--- src/rtl/lms_fifo_ctrl_if.sv ---
// lms_fifo_ctrl_if: bundles the FIFO push/pop/status signals and the
// external SDP RAM port; master = FIFO user + RAM, slave = controller.
interface lms_fifo_ctrl_if #(
    parameter int ADDR_WIDTH = 4,
    parameter int DATA_WIDTH = 16
);
    logic                  wr_en;
    logic [DATA_WIDTH-1:0] wr_data;
    logic                  rd_en;
    logic [DATA_WIDTH-1:0] rd_data;
    logic                  rd_valid;
    logic                  full;
    logic                  empty;
    logic                  almost_full;
    logic                  almost_empty;
    logic [ADDR_WIDTH:0]   wr_water_level;
    logic                  wr_err;
    logic                  rd_err;
    logic                  mem_wr_en;
    logic [ADDR_WIDTH-1:0] mem_wr_addr;
    logic [DATA_WIDTH-1:0] mem_wr_data;
    logic [ADDR_WIDTH-1:0] mem_rd_addr;
    logic [DATA_WIDTH-1:0] mem_rd_data;

    modport master (
        output wr_en, wr_data, rd_en, mem_rd_data,
        input  rd_data, rd_valid, full, empty,
        input  almost_full, almost_empty, wr_water_level,
        input  wr_err, rd_err,
        input  mem_wr_en, mem_wr_addr, mem_wr_data, mem_rd_addr
    );

    modport slave (
        input  wr_en, wr_data, rd_en, mem_rd_data,
        output rd_data, rd_valid, full, empty,
        output almost_full, almost_empty, wr_water_level,
        output wr_err, rd_err,
        output mem_wr_en, mem_wr_addr, mem_wr_data, mem_rd_addr
    );
endinterface

--- src/rtl/lms_fifo_ctrl.sv ---
// lms_fifo_ctrl: single-clock FIFO controller driving an external
// distributed SDP RAM (combinational read, OUT_REG=0).
// Ports: clk, rst (sync, active-high), bus (lms_fifo_ctrl_if.slave):
//   wr_en/wr_data push, rd_en pop, rd_data/rd_valid (1-cycle latency),
//   full/empty, almost_full/almost_empty, wr_water_level (count),
//   wr_err/rd_err (rejected push/pop), mem_* RAM port.
// Macro LMS_FIFO_ALMOST_FLAGS_EN enables the almost_* threshold logic;
// without it almost_full/almost_empty are tied to 0.
module lms_fifo_ctrl #(
    parameter int ADDR_WIDTH       = 4,
    parameter int DATA_WIDTH       = 16,
    parameter int ALMOST_FULL_NUM  = 2**ADDR_WIDTH-2,
    parameter int ALMOST_EMPTY_NUM = 2
) (
    input logic            clk,
    input logic            rst,
    lms_fifo_ctrl_if.slave bus
);
    localparam int DEPTH = 2**ADDR_WIDTH;

    typedef logic [ADDR_WIDTH:0] ptr_t;

    // Parameter sanity, evaluated at elaboration only.
    if (ADDR_WIDTH < 4 || ADDR_WIDTH > 10) begin : g_bad_aw
        $error("lms_fifo_ctrl: ADDR_WIDTH out of range 4..10");
    end
    if (DATA_WIDTH < 1 || DATA_WIDTH > 256) begin : g_bad_dw
        $error("lms_fifo_ctrl: DATA_WIDTH out of range 1..256");
    end
    if (ALMOST_FULL_NUM < 0 || ALMOST_FULL_NUM > DEPTH ||
        ALMOST_EMPTY_NUM < 0 || ALMOST_EMPTY_NUM > DEPTH) begin : g_bad_th
        $error("lms_fifo_ctrl: almost threshold out of range");
    end

    ptr_t                  wr_ptr;
    ptr_t                  rd_ptr;
    ptr_t                  wr_ptr_n;
    ptr_t                  rd_ptr_n;
    ptr_t                  cnt_n;
    ptr_t                  cnt_q;
    logic                  full_c;
    logic                  empty_c;
    logic                  wr_acc;
    logic                  rd_acc;
    logic [DATA_WIDTH-1:0] rd_data_q;
    logic                  rd_valid_q;
    logic                  wr_err_q;
    logic                  rd_err_q;

    // Extra MSB on each pointer separates full from empty.
    assign full_c  = (wr_ptr[ADDR_WIDTH] != rd_ptr[ADDR_WIDTH]) &&
                     (wr_ptr[ADDR_WIDTH-1:0] == rd_ptr[ADDR_WIDTH-1:0]);
    assign empty_c = (wr_ptr == rd_ptr);

    // Reset blocks both accepts so the RAM is never written under rst.
    assign wr_acc = bus.wr_en & ~full_c & ~rst;
    assign rd_acc = bus.rd_en & ~empty_c & ~rst;

    assign wr_ptr_n = wr_ptr + ptr_t'(wr_acc);
    assign rd_ptr_n = rd_ptr + ptr_t'(rd_acc);
    assign cnt_n    = wr_ptr_n - rd_ptr_n;

    assign bus.mem_wr_en   = wr_acc;
    assign bus.mem_wr_addr = wr_ptr[ADDR_WIDTH-1:0];
    assign bus.mem_wr_data = bus.wr_data;
    assign bus.mem_rd_addr = rd_ptr[ADDR_WIDTH-1:0];

    always_ff @(posedge clk) begin
        if (rst) begin
            wr_ptr     <= '0;
            rd_ptr     <= '0;
            cnt_q      <= '0;
            rd_data_q  <= '0;
            rd_valid_q <= 1'b0;
            wr_err_q   <= 1'b0;
            rd_err_q   <= 1'b0;
        end else begin
            wr_ptr     <= wr_ptr_n;
            rd_ptr     <= rd_ptr_n;
            cnt_q      <= cnt_n;
            rd_valid_q <= rd_acc;
            wr_err_q   <= bus.wr_en & full_c;
            rd_err_q   <= bus.rd_en & empty_c;
            if (rd_acc) begin
                rd_data_q <= bus.mem_rd_data;
            end
        end
    end

    assign bus.full           = full_c;
    assign bus.empty          = empty_c;
    assign bus.wr_water_level = cnt_q;
    assign bus.rd_data        = rd_data_q;
    assign bus.rd_valid       = rd_valid_q;
    assign bus.wr_err         = wr_err_q;
    assign bus.rd_err         = rd_err_q;

`ifdef LMS_FIFO_ALMOST_FLAGS_EN
    localparam ptr_t AF_TH = ptr_t'(ALMOST_FULL_NUM);
    localparam ptr_t AE_TH = ptr_t'(ALMOST_EMPTY_NUM);

    logic af_q;
    logic ae_q;

    // Driven from the next count so the flags change with wr_water_level.
    always_ff @(posedge clk) begin
        if (rst) begin
            af_q <= 1'b0;
            ae_q <= 1'b1;
        end else begin
            af_q <= (cnt_n >= AF_TH);
            ae_q <= (cnt_n <= AE_TH);
        end
    end

    assign bus.almost_full  = af_q;
    assign bus.almost_empty = ae_q;
`else
    assign bus.almost_full  = 1'b0;
    assign bus.almost_empty = 1'b0;
`endif

endmodule

--- src/flat_wrapper.sv ---
// flat-port wrapper written by rule: the top's interface ports become plain ports
module lms_fifo_ctrl_flat 
#(
    parameter int ADDR_WIDTH       = 4,
    parameter int DATA_WIDTH       = 16,
    parameter int ALMOST_FULL_NUM  = 2**ADDR_WIDTH-2,
    parameter int ALMOST_EMPTY_NUM = 2
)
  (clk, rst, bus_wr_en, bus_wr_data, bus_rd_en, bus_mem_rd_data, bus_rd_data, bus_rd_valid, bus_full, bus_empty, bus_almost_full, bus_almost_empty, bus_wr_water_level, bus_wr_err, bus_rd_err, bus_mem_wr_en, bus_mem_wr_addr, bus_mem_wr_data, bus_mem_rd_addr);
  lms_fifo_ctrl_if #(.ADDR_WIDTH(ADDR_WIDTH), .DATA_WIDTH(DATA_WIDTH)) bus_i ();
  input logic clk;
  input logic rst;
  input wire logic [$bits(bus_i.wr_en)-1:0] bus_wr_en;
  input wire logic [$bits(bus_i.wr_data)-1:0] bus_wr_data;
  input wire logic [$bits(bus_i.rd_en)-1:0] bus_rd_en;
  input wire logic [$bits(bus_i.mem_rd_data)-1:0] bus_mem_rd_data;
  output wire logic [$bits(bus_i.rd_data)-1:0] bus_rd_data;
  output wire logic [$bits(bus_i.rd_valid)-1:0] bus_rd_valid;
  output wire logic [$bits(bus_i.full)-1:0] bus_full;
  output wire logic [$bits(bus_i.empty)-1:0] bus_empty;
  output wire logic [$bits(bus_i.almost_full)-1:0] bus_almost_full;
  output wire logic [$bits(bus_i.almost_empty)-1:0] bus_almost_empty;
  output wire logic [$bits(bus_i.wr_water_level)-1:0] bus_wr_water_level;
  output wire logic [$bits(bus_i.wr_err)-1:0] bus_wr_err;
  output wire logic [$bits(bus_i.rd_err)-1:0] bus_rd_err;
  output wire logic [$bits(bus_i.mem_wr_en)-1:0] bus_mem_wr_en;
  output wire logic [$bits(bus_i.mem_wr_addr)-1:0] bus_mem_wr_addr;
  output wire logic [$bits(bus_i.mem_wr_data)-1:0] bus_mem_wr_data;
  output wire logic [$bits(bus_i.mem_rd_addr)-1:0] bus_mem_rd_addr;
  assign bus_i.wr_en = bus_wr_en;
  assign bus_i.wr_data = bus_wr_data;
  assign bus_i.rd_en = bus_rd_en;
  assign bus_i.mem_rd_data = bus_mem_rd_data;
  assign bus_rd_data = bus_i.rd_data;
  assign bus_rd_valid = bus_i.rd_valid;
  assign bus_full = bus_i.full;
  assign bus_empty = bus_i.empty;
  assign bus_almost_full = bus_i.almost_full;
  assign bus_almost_empty = bus_i.almost_empty;
  assign bus_wr_water_level = bus_i.wr_water_level;
  assign bus_wr_err = bus_i.wr_err;
  assign bus_rd_err = bus_i.rd_err;
  assign bus_mem_wr_en = bus_i.mem_wr_en;
  assign bus_mem_wr_addr = bus_i.mem_wr_addr;
  assign bus_mem_wr_data = bus_i.mem_wr_data;
  assign bus_mem_rd_addr = bus_i.mem_rd_addr;
  lms_fifo_ctrl #(.ADDR_WIDTH(ADDR_WIDTH), .DATA_WIDTH(DATA_WIDTH), .ALMOST_FULL_NUM(ALMOST_FULL_NUM), .ALMOST_EMPTY_NUM(ALMOST_EMPTY_NUM)) u_core (.clk(clk), .rst(rst), .bus(bus_i));
endmodule
--- config.mk ---
export PLATFORM = sky130hd
export DESIGN_NAME = lms_fifo_ctrl_flat
export DESIGN_NICKNAME = d
export VERILOG_FILES = /design/src/rtl/lms_fifo_ctrl_if.sv /design/src/rtl/lms_fifo_ctrl.sv /design/src/flat_wrapper.sv
export SDC_FILE = /design/constraint.sdc
export NUM_CORES = 1
export LEC_CHECK = 0
export BUFFER_PORTS_ARGS = -buffer_cell sky130_fd_sc_hd__buf_4
export CAP_MARGIN = 10
export CORE_ASPECT_RATIO = 1.5
export CORE_MARGIN = 3
export CORE_UTILIZATION = 26
export CTS_CLUSTER_DIAMETER = 200
export DETAILED_ROUTE_END_ITERATION = 10
export PLACE_DENSITY = 0.54
export RECOVER_POWER = 100
export SETUP_SLACK_MARGIN = 0.02
export SLEW_MARGIN = 10
export SYNTH_ARGS = -nofsm -noshare
export SYNTH_HDL_FRONTEND = slang
export SYNTH_SLANG_ARGS = --single-unit
--- constraint.sdc ---
create_clock -name clk -period 3.1 [get_ports clk]
set_clock_uncertainty 0.15 [all_clocks]
set_input_delay 0.465 -clock clk [delete_from_list [all_inputs] [get_ports clk]]
set_output_delay 0.465 -clock clk [all_outputs]
set_load 0.01 [all_outputs]
==> impl_metrics.json, run 1 <==
{
  "status": "finished, final reports clean",
  "seqPwrFrac_pct": 46.6,
  "power_density_mw_per_mm2": 477.0,
  "peakVddDrop_mv": 0.1924,
  "clkPwrFrac_pct": 38.1,
  "dr.pass1.iters": 3,
  "slew_headroom_pct": 34.48,
  "synth-xor-area-share_pct": 8.782,
  "min_from": "bus_mem_rd_data[3]",
  "final_cell_mix": "buf_4 (34), dfxtp_1 (34), clkbuf_1 (32)",
  "clk_pin_slew_ns": 0.07,
  "synthSimpleGateAreaFrac_pct": 15.35,
  "ios": 89,
  "fin_crit_ns": 2.970,
  "min_path_type": "input pin to flop",
  "syn_inst": 162,
  "cts_max_level": 2,
  "synth_compound_area_share_pct": 0.8118,
  "cp.arrival_ns": 2.99,
  "grt_util_all_layers_pct": 9.873,
  "dieWidth_um": 71.93,
  "grtUsageMet1_pct": 10.25,
  "first_global_vias": 1200,
  "critical_path_class": "flop to flop",
  "grt_use_met3_pct": 3.272,
  "post-route-util_pct": 34.06,
  "grt_use_met2_pct": 17.30,
  "rr_worst_depth": 12,
  "ant_nets": 0,
  "nets": 250,
  "path_cells": "xor2_1 > or4_4 > and2b_2 > nor3b_2 > ha_2 > inv_1 > ha_4 > fa_2 > nand2b_4 > o221ai_2 > xnor2_1 > nor2_1",
  "synth_mux_area_share_pct": 12.40,
  "max_cap_violations": 0,
  "rows": 35,
  "synth_fa_ha_area_share_pct": 6.937,
  "worstHoldEndpoint": "u_core.bus.rd_data[3]",
  "timing.rr.end": "u_core.bus.wr_water_level[4]",
  "clk_latency_ns": 0.28,
  "finalWirelength_mm": 3.438,
  "grt_setup_unrepaired": "no",
  "hold_viol_final": 0,
  "tightestPinTransition_ns": 0.9828,
  "regToRegSetupSlack_ns": 0.13,
  "dpl.cell_count": 271,
  "timing.hold.ws_ns": 0.2349,
  "p_leak_nw": 0.9591,
  "slew_violations": 0,
  "root_buffer": "clkbuf_8",
  "synthDistinctLibCells": 27,
  "grt_pass1_wl_mm": 5.671,
  "synth_top_area_cell": "dfxtp_1",
  "cts_sinks": 34,
  "swShare_pct": 24.00,
  "synth_top_area_share_pct": 40.15,
  "grt-ovfl-total": 0,
  "gr-max-usage-layer": "met2",
  "startpoint_type": "flop",
  "drc": 0,
  "drive_gt1_share_pct": 32.85,
  "netSwitchingPower_uw": 242.5,
  "fin_crit_sh_pct": 95.82,
  "synth_seq_cells": 34,
  "ys_top_cells_by_area": "dfxtp_1 (40%), buf_4 (12%), mux2_4 (7.1%)",
  "fill_cells": 690,
  "cpMaxStageDelayCell": "or4_4",
  "ys_warn_count": 0,
  "die_h_um": 104.9,
  "yosysSeqAreaShare_pct": 40.15,
  "wl_per_cell_um": 12.23,
  "port-buffer-count": 54,
  "gp_congestion": 0.7168,
  "r2r_start": "u_core.wr_ptr[1]",
  "netlist_area_mm2": 0.001695,
  "n_antenna_cell": 0,
  "max_freq_ghz": 0.3367,
  "hold_depth": 2,
  "critPathCaptureType": "flop",
  "crit_fanout": 2,
  "dieArea_mm2": 0.007545,
  "synth_top_family_by_area": "simple AND/OR/NAND/NOR gates",
  "p_int_uw": 767.8,
  "cts_tree": "yes",
  "grt_max_degree": 34,
  "start_util_pct": 27.26,
  "core_area_mm2": 0.006218,
  "setup_tns_ns": 0,
  "fin_cells": 281,
  "antenna_found_initial": 0,
  "finalSetupViolations": 0,
  "syn_area_per_cell_um2": 10.47,
  "detail_route.iter0.violations": 31,
  "syn_to_final_growth_pct": 24.94,
  "avgViaCountPerCell": 4.078,
  "critPathRequiredTime_ns": 3.12,
  "hpwlAfterDp_mm": 2.636,
  "max_stage_delay_ns": 0.53,
  "pwr-share-comb_pct": 15.3,
  "numCtsBuffers": 5,
  "vias": 1146,
  "cts_buffer_depth": 2
}
## power by group through the flow
stage / registers, mW / clock network, mW / logic [mW]
global placement: 0.481 / 0 / 0.175
finish: 0.471 / 0.385 / 0.155
CTS: 0.472 / 0.405 / 0.178
global route: 0.474 / 0.426 / 0.173
floorplan: 0.492 / 0 / 0.113
detailed placement: 0.481 / 0 / 0.176
## cell families after synthesis
| group | Yosys count |
|---|---|
| simple gates | 44 |
| buf+inv | 39 |
| flops | 34 |
| xor+xnor | 17 |
| mux | 16 |
| fa+ha+maj | 9 |
| compound gates | 2 |
| other cells | 1 |
## metal layers
metal | vias up | routed length (um)
met4 | 0 | 70
li1 | 570 | -
met2 | 43 | 1836
met3 | 7 | 239
met5 | - | 0
met1 | 526 | 1290
## through the flow
step	setup WS, ns	power, mW	instance area, um^2
floorplan	-0.004428	0.6053	1764
global placement	0.05917	0.6559	2111
detailed placement	0.01779	0.6577	2111
CTS	0.05580	1.054	2233
global route	0.02035	1.072	2118
finish	0.1296	1.010	2118
## cells in the mapped netlist, drive strengths merged
cell / instances
and3b: 1
and2b: 1
nand2: 1
dfxtp: 34
nor2: 13
a21oi: 1
fa: 1
nor2b: 18
nand3: 4
ha: 7
o221ai: 1
inv: 9
or2: 1
conb: 1
nor3b: 2
nand3b: 1
clkbuf: 2
maj3: 1
mux2: 16
xor2: 9
nand2b: 1
buf: 28
xnor2: 8
or4: 1
## sequential cells by signal, indices dropped and copies added (netlist names)
name and count:
u_core.bus.wr_water_level 5, u_core.bus.wr_err 1, u_core.bus.rd_err 1, u_core.bus.rd_data 16
u_core.rd_ptr 5, u_core.wr_ptr 5, u_core.bus.rd_valid 1
## what timing repair did
| item | in CTS | in global routing |
|---|---|---|
| resized for setup | 1 | 6 |
| setup endpoints to repair | 1 | 2 |
| pin swaps | 0 | 4 |
| hold buffers | 0 | 0 |
| buffers inserted | 0 | 2 |
## how the worst max path moves through the flow
stage | from | to | slack, ns | cells after the start
2_1_floorplan | u_core.wr_ptr[1] | u_core.bus.wr_water_level[3] | -0.004 | 14
4_1_cts | u_core.wr_ptr[1] | u_core.bus.wr_water_level[4] | 0.06 | 12
6_report | u_core.wr_ptr[1] | u_core.bus.wr_water_level[4] | 0.13 | 12
3_5_place_dp | u_core.wr_ptr[1] | u_core.bus.wr_water_level[4] | 0.02 | 12
5_1_grt | u_core.wr_ptr[0] | u_core.bus.wr_water_level[4] | 0.02 | 12
3_3_place_gp | u_core.wr_ptr[1] | u_core.bus.wr_water_level[4] | 0.06 | 12
## cell type report
cell class	instances	area, um^2	share of cell area [%]
Sequential cell	34	680.7	32.13
Inverter	9	36.28	1.713
Tap cell	74	92.59	4.371
Clock buffer	8	110.1	5.198
Multi-Input combinational cell	90	823.3	38.87
Timing Repair Buffer	66	375.4	17.72
## worst max-delay path, delay by kind of cell, from the launching register on
family                   cells  cell delay [ns]
buffers and inverters        1             0.07
AND/OR/NAND/NOR              5             1.03
XOR/XNOR                     2             0.29
adder cells (fa/ha/maj)      3             0.87
AO/OA/AOI/OAI                1             0.13
flip-flops                   1             0.32
(Power assumes the default switching activity.)
==> inputs of run 2 (changes only) <==
Clock period 3.1 ns to 2.58 ns, I/O delays scaled along.
==> impl_metrics.json, run 2 (synthesis gave the netlist of run 1 again) <==
{
  "largest_reg_flops": 16,
  "drc": 0,
  "cp.arrival_ns": 2.98,
  "vias": 1225,
  "cts_max_level": 2,
  "dr.pass1.iters": 4,
  "final_cell_mix": "buf_4 (54), dfxtp_1 (32), clkbuf_1 (30)",
  "post-route-util_pct": 37.73,
  "dieWidth_um": 71.93,
  "nets": 268,
  "peakVddDrop_mv": 0.2156,
  "fin_cells": 299,
  "grt-ovfl-total": 0,
  "ant_nets": 0,
  "syn_to_final_growth_pct": 38.38,
  "clk_pin_slew_ns": 0.07,
  "p_int_uw": 967.3,
  "start_util_pct": 27.26,
  "grt_max_degree": 19,
  "failed_checks": "setup timing",
  "p_leak_nw": 1.090,
  "wl_per_cell_um": 12.26,
  "clk_latency_ns": 0.28,
  "fin_crit_sh_pct": 114.6,
  "cts_buffer_depth": 2,
  "max_freq_ghz": 0.3381,
  "avgViaCountPerCell": 4.097,
  "core_area_mm2": 0.006218,
  "startpoint_type": "flop",
  "final_common_cell": "buf_4",
  "pwr-share-comb_pct": 17.4,
  "grt_util_all_layers_pct": 10.47,
  "hold_viol_final": 0,
  "finalSetupViolations": 4,
  "hpwlAfterDp_mm": 2.896,
  "antenna_found_initial": 0,
  "timing.hold.ws_ns": 0.1762,
  "critPathCaptureType": "flop",
  "fin_crit_ns": 2.958,
  "grt_pass1_wl_mm": 6.078,
  "die_h_um": 104.9,
  "ios": 89,
  "swShare_pct": 23.27,
  "detail_route.iter0.violations": 22,
  "clkPwrFrac_pct": 37.8,
  "drive_gt1_share_pct": 45.78,
  "crit_fanout": 2,
  "fill_cells": 670,
  "dieArea_mm2": 0.007545,
  "first_global_vias": 1293,
  "min_path_type": "input pin to flop",
  "dpl.cell_count": 285,
  "critical_path_class": "flop to flop",
  "grt_setup_unrepaired": "yes",
  "rows": 35,
  "root_buffer": "clkbuf_8",
  "netSwitchingPower_uw": 293.4,
  "n_antenna_cell": 0,
  "cts_tree": "yes",
  "critPathRequiredTime_ns": 2.60,
  "gp_congestion": 0.7250,
  "port-buffer-count": 54,
  "status": "finished with violations",
  "power_density_mw_per_mm2": 537.4,
  "finalWirelength_mm": 3.665,
  "fin_ws_ns": -0.3778,
  "seqPwrFrac_pct": 44.8,
  "slew_violations": 0,
  "cts_sinks": 34,
  "numCtsBuffers": 5,
  "max_cap_violations": 0,
  "pre_cts_slack_ns": -0.4291
}
==> run 2: cell types whose count changed in the layout (fill, tap and decap cells not counted), sizes merged <==
| cell | delta |
|---|---|
| buf | +22 |
| clkbuf | -5 |
| bufinv | +1 |
==> run 2: stage by stage <==
stage	TNS, ns	cell area [um^2]	power, mW
detailed placement	-1.346	2228	0.8074
global route	-1.340	2346	1.326
finish	-0.9838	2346	1.261
global placement	-1.156	2228	0.8052
CTS	-1.103	2399	1.306
floorplan	-1.503	1777	0.7322
==> run 2: metal layers <==
layer	up-vias	global-route usage, %	wire [um]
li1	612	-	-
met1	564	10.17	1295
met3	6	2.502	201
met5	-	0	0
met4	0	4.704	68
met2	43	20.00	2099
==> run 2: worst paths after layout <==
kind                            slack [ns]                            to                   from  cells past startpoint
worst max register to register       -0.38  u_core.bus.wr_water_level[3]       u_core.wr_ptr[1]                     13
worst max-delay path                 -0.38  u_core.bus.wr_water_level[3]       u_core.wr_ptr[1]                     13
worst min-delay path                  0.18         u_core.bus.rd_data[7]     bus_mem_rd_data[7]                      2
worst min register to register        0.46         u_core.bus.rd_data[8]  u_core.bus.rd_data[8]                      2
==> run 2: final cells by class <==
cell class | count | area [um^2] | share of cell area (%)
Multi-Input combinational cell | 90 | 892.1 | 38.03
Inverter | 9 | 38.79 | 1.653
Clock buffer | 7 | 76.32 | 3.253
Tap cell | 74 | 92.59 | 3.947
Sequential cell | 34 | 683.2 | 29.12
Clock inverter | 1 | 30.03 | 1.280
Timing Repair Buffer | 84 | 533.0 | 22.72
==> run 2: timing repair <==
action / 4_1_cts / 5_1_grt
hold buffers: 0 / 0
buffers inserted: 4 / 2
pin swaps: 8 / 8
endpoints found under the setup margin: 6 / 6
resized for setup: 7 / 7
endpoints found under the hold margin: 0 / 0
==> run 2: worst max-delay path: stages, from the launching register on <==
cell and delay [ns]:
dfxtp_2 0.33, xor2_1 0.16, or4_4 0.53, or2_4 0.26
nand3b_4 0.09, inv_4 0.04, ha_4 0.16, ha_4 0.29
inv_4 0.04, ha_4 0.25, a21oi_2 0.05, maj3_2 0.31
xor2_1 0.13, nor2_1 0.05
==> run 2: power by group through the flow <==
stage / Combinational, mW / Sequential, mW / Clock, mW
6_report: 0.219 / 0.565 / 0.477
5_1_grt: 0.240 / 0.569 / 0.517
4_1_cts: 0.239 / 0.567 / 0.500
3_5_place_dp: 0.229 / 0.578 / 0
3_3_place_gp: 0.227 / 0.578 / 0
2_1_floorplan: 0.141 / 0.592 / 0
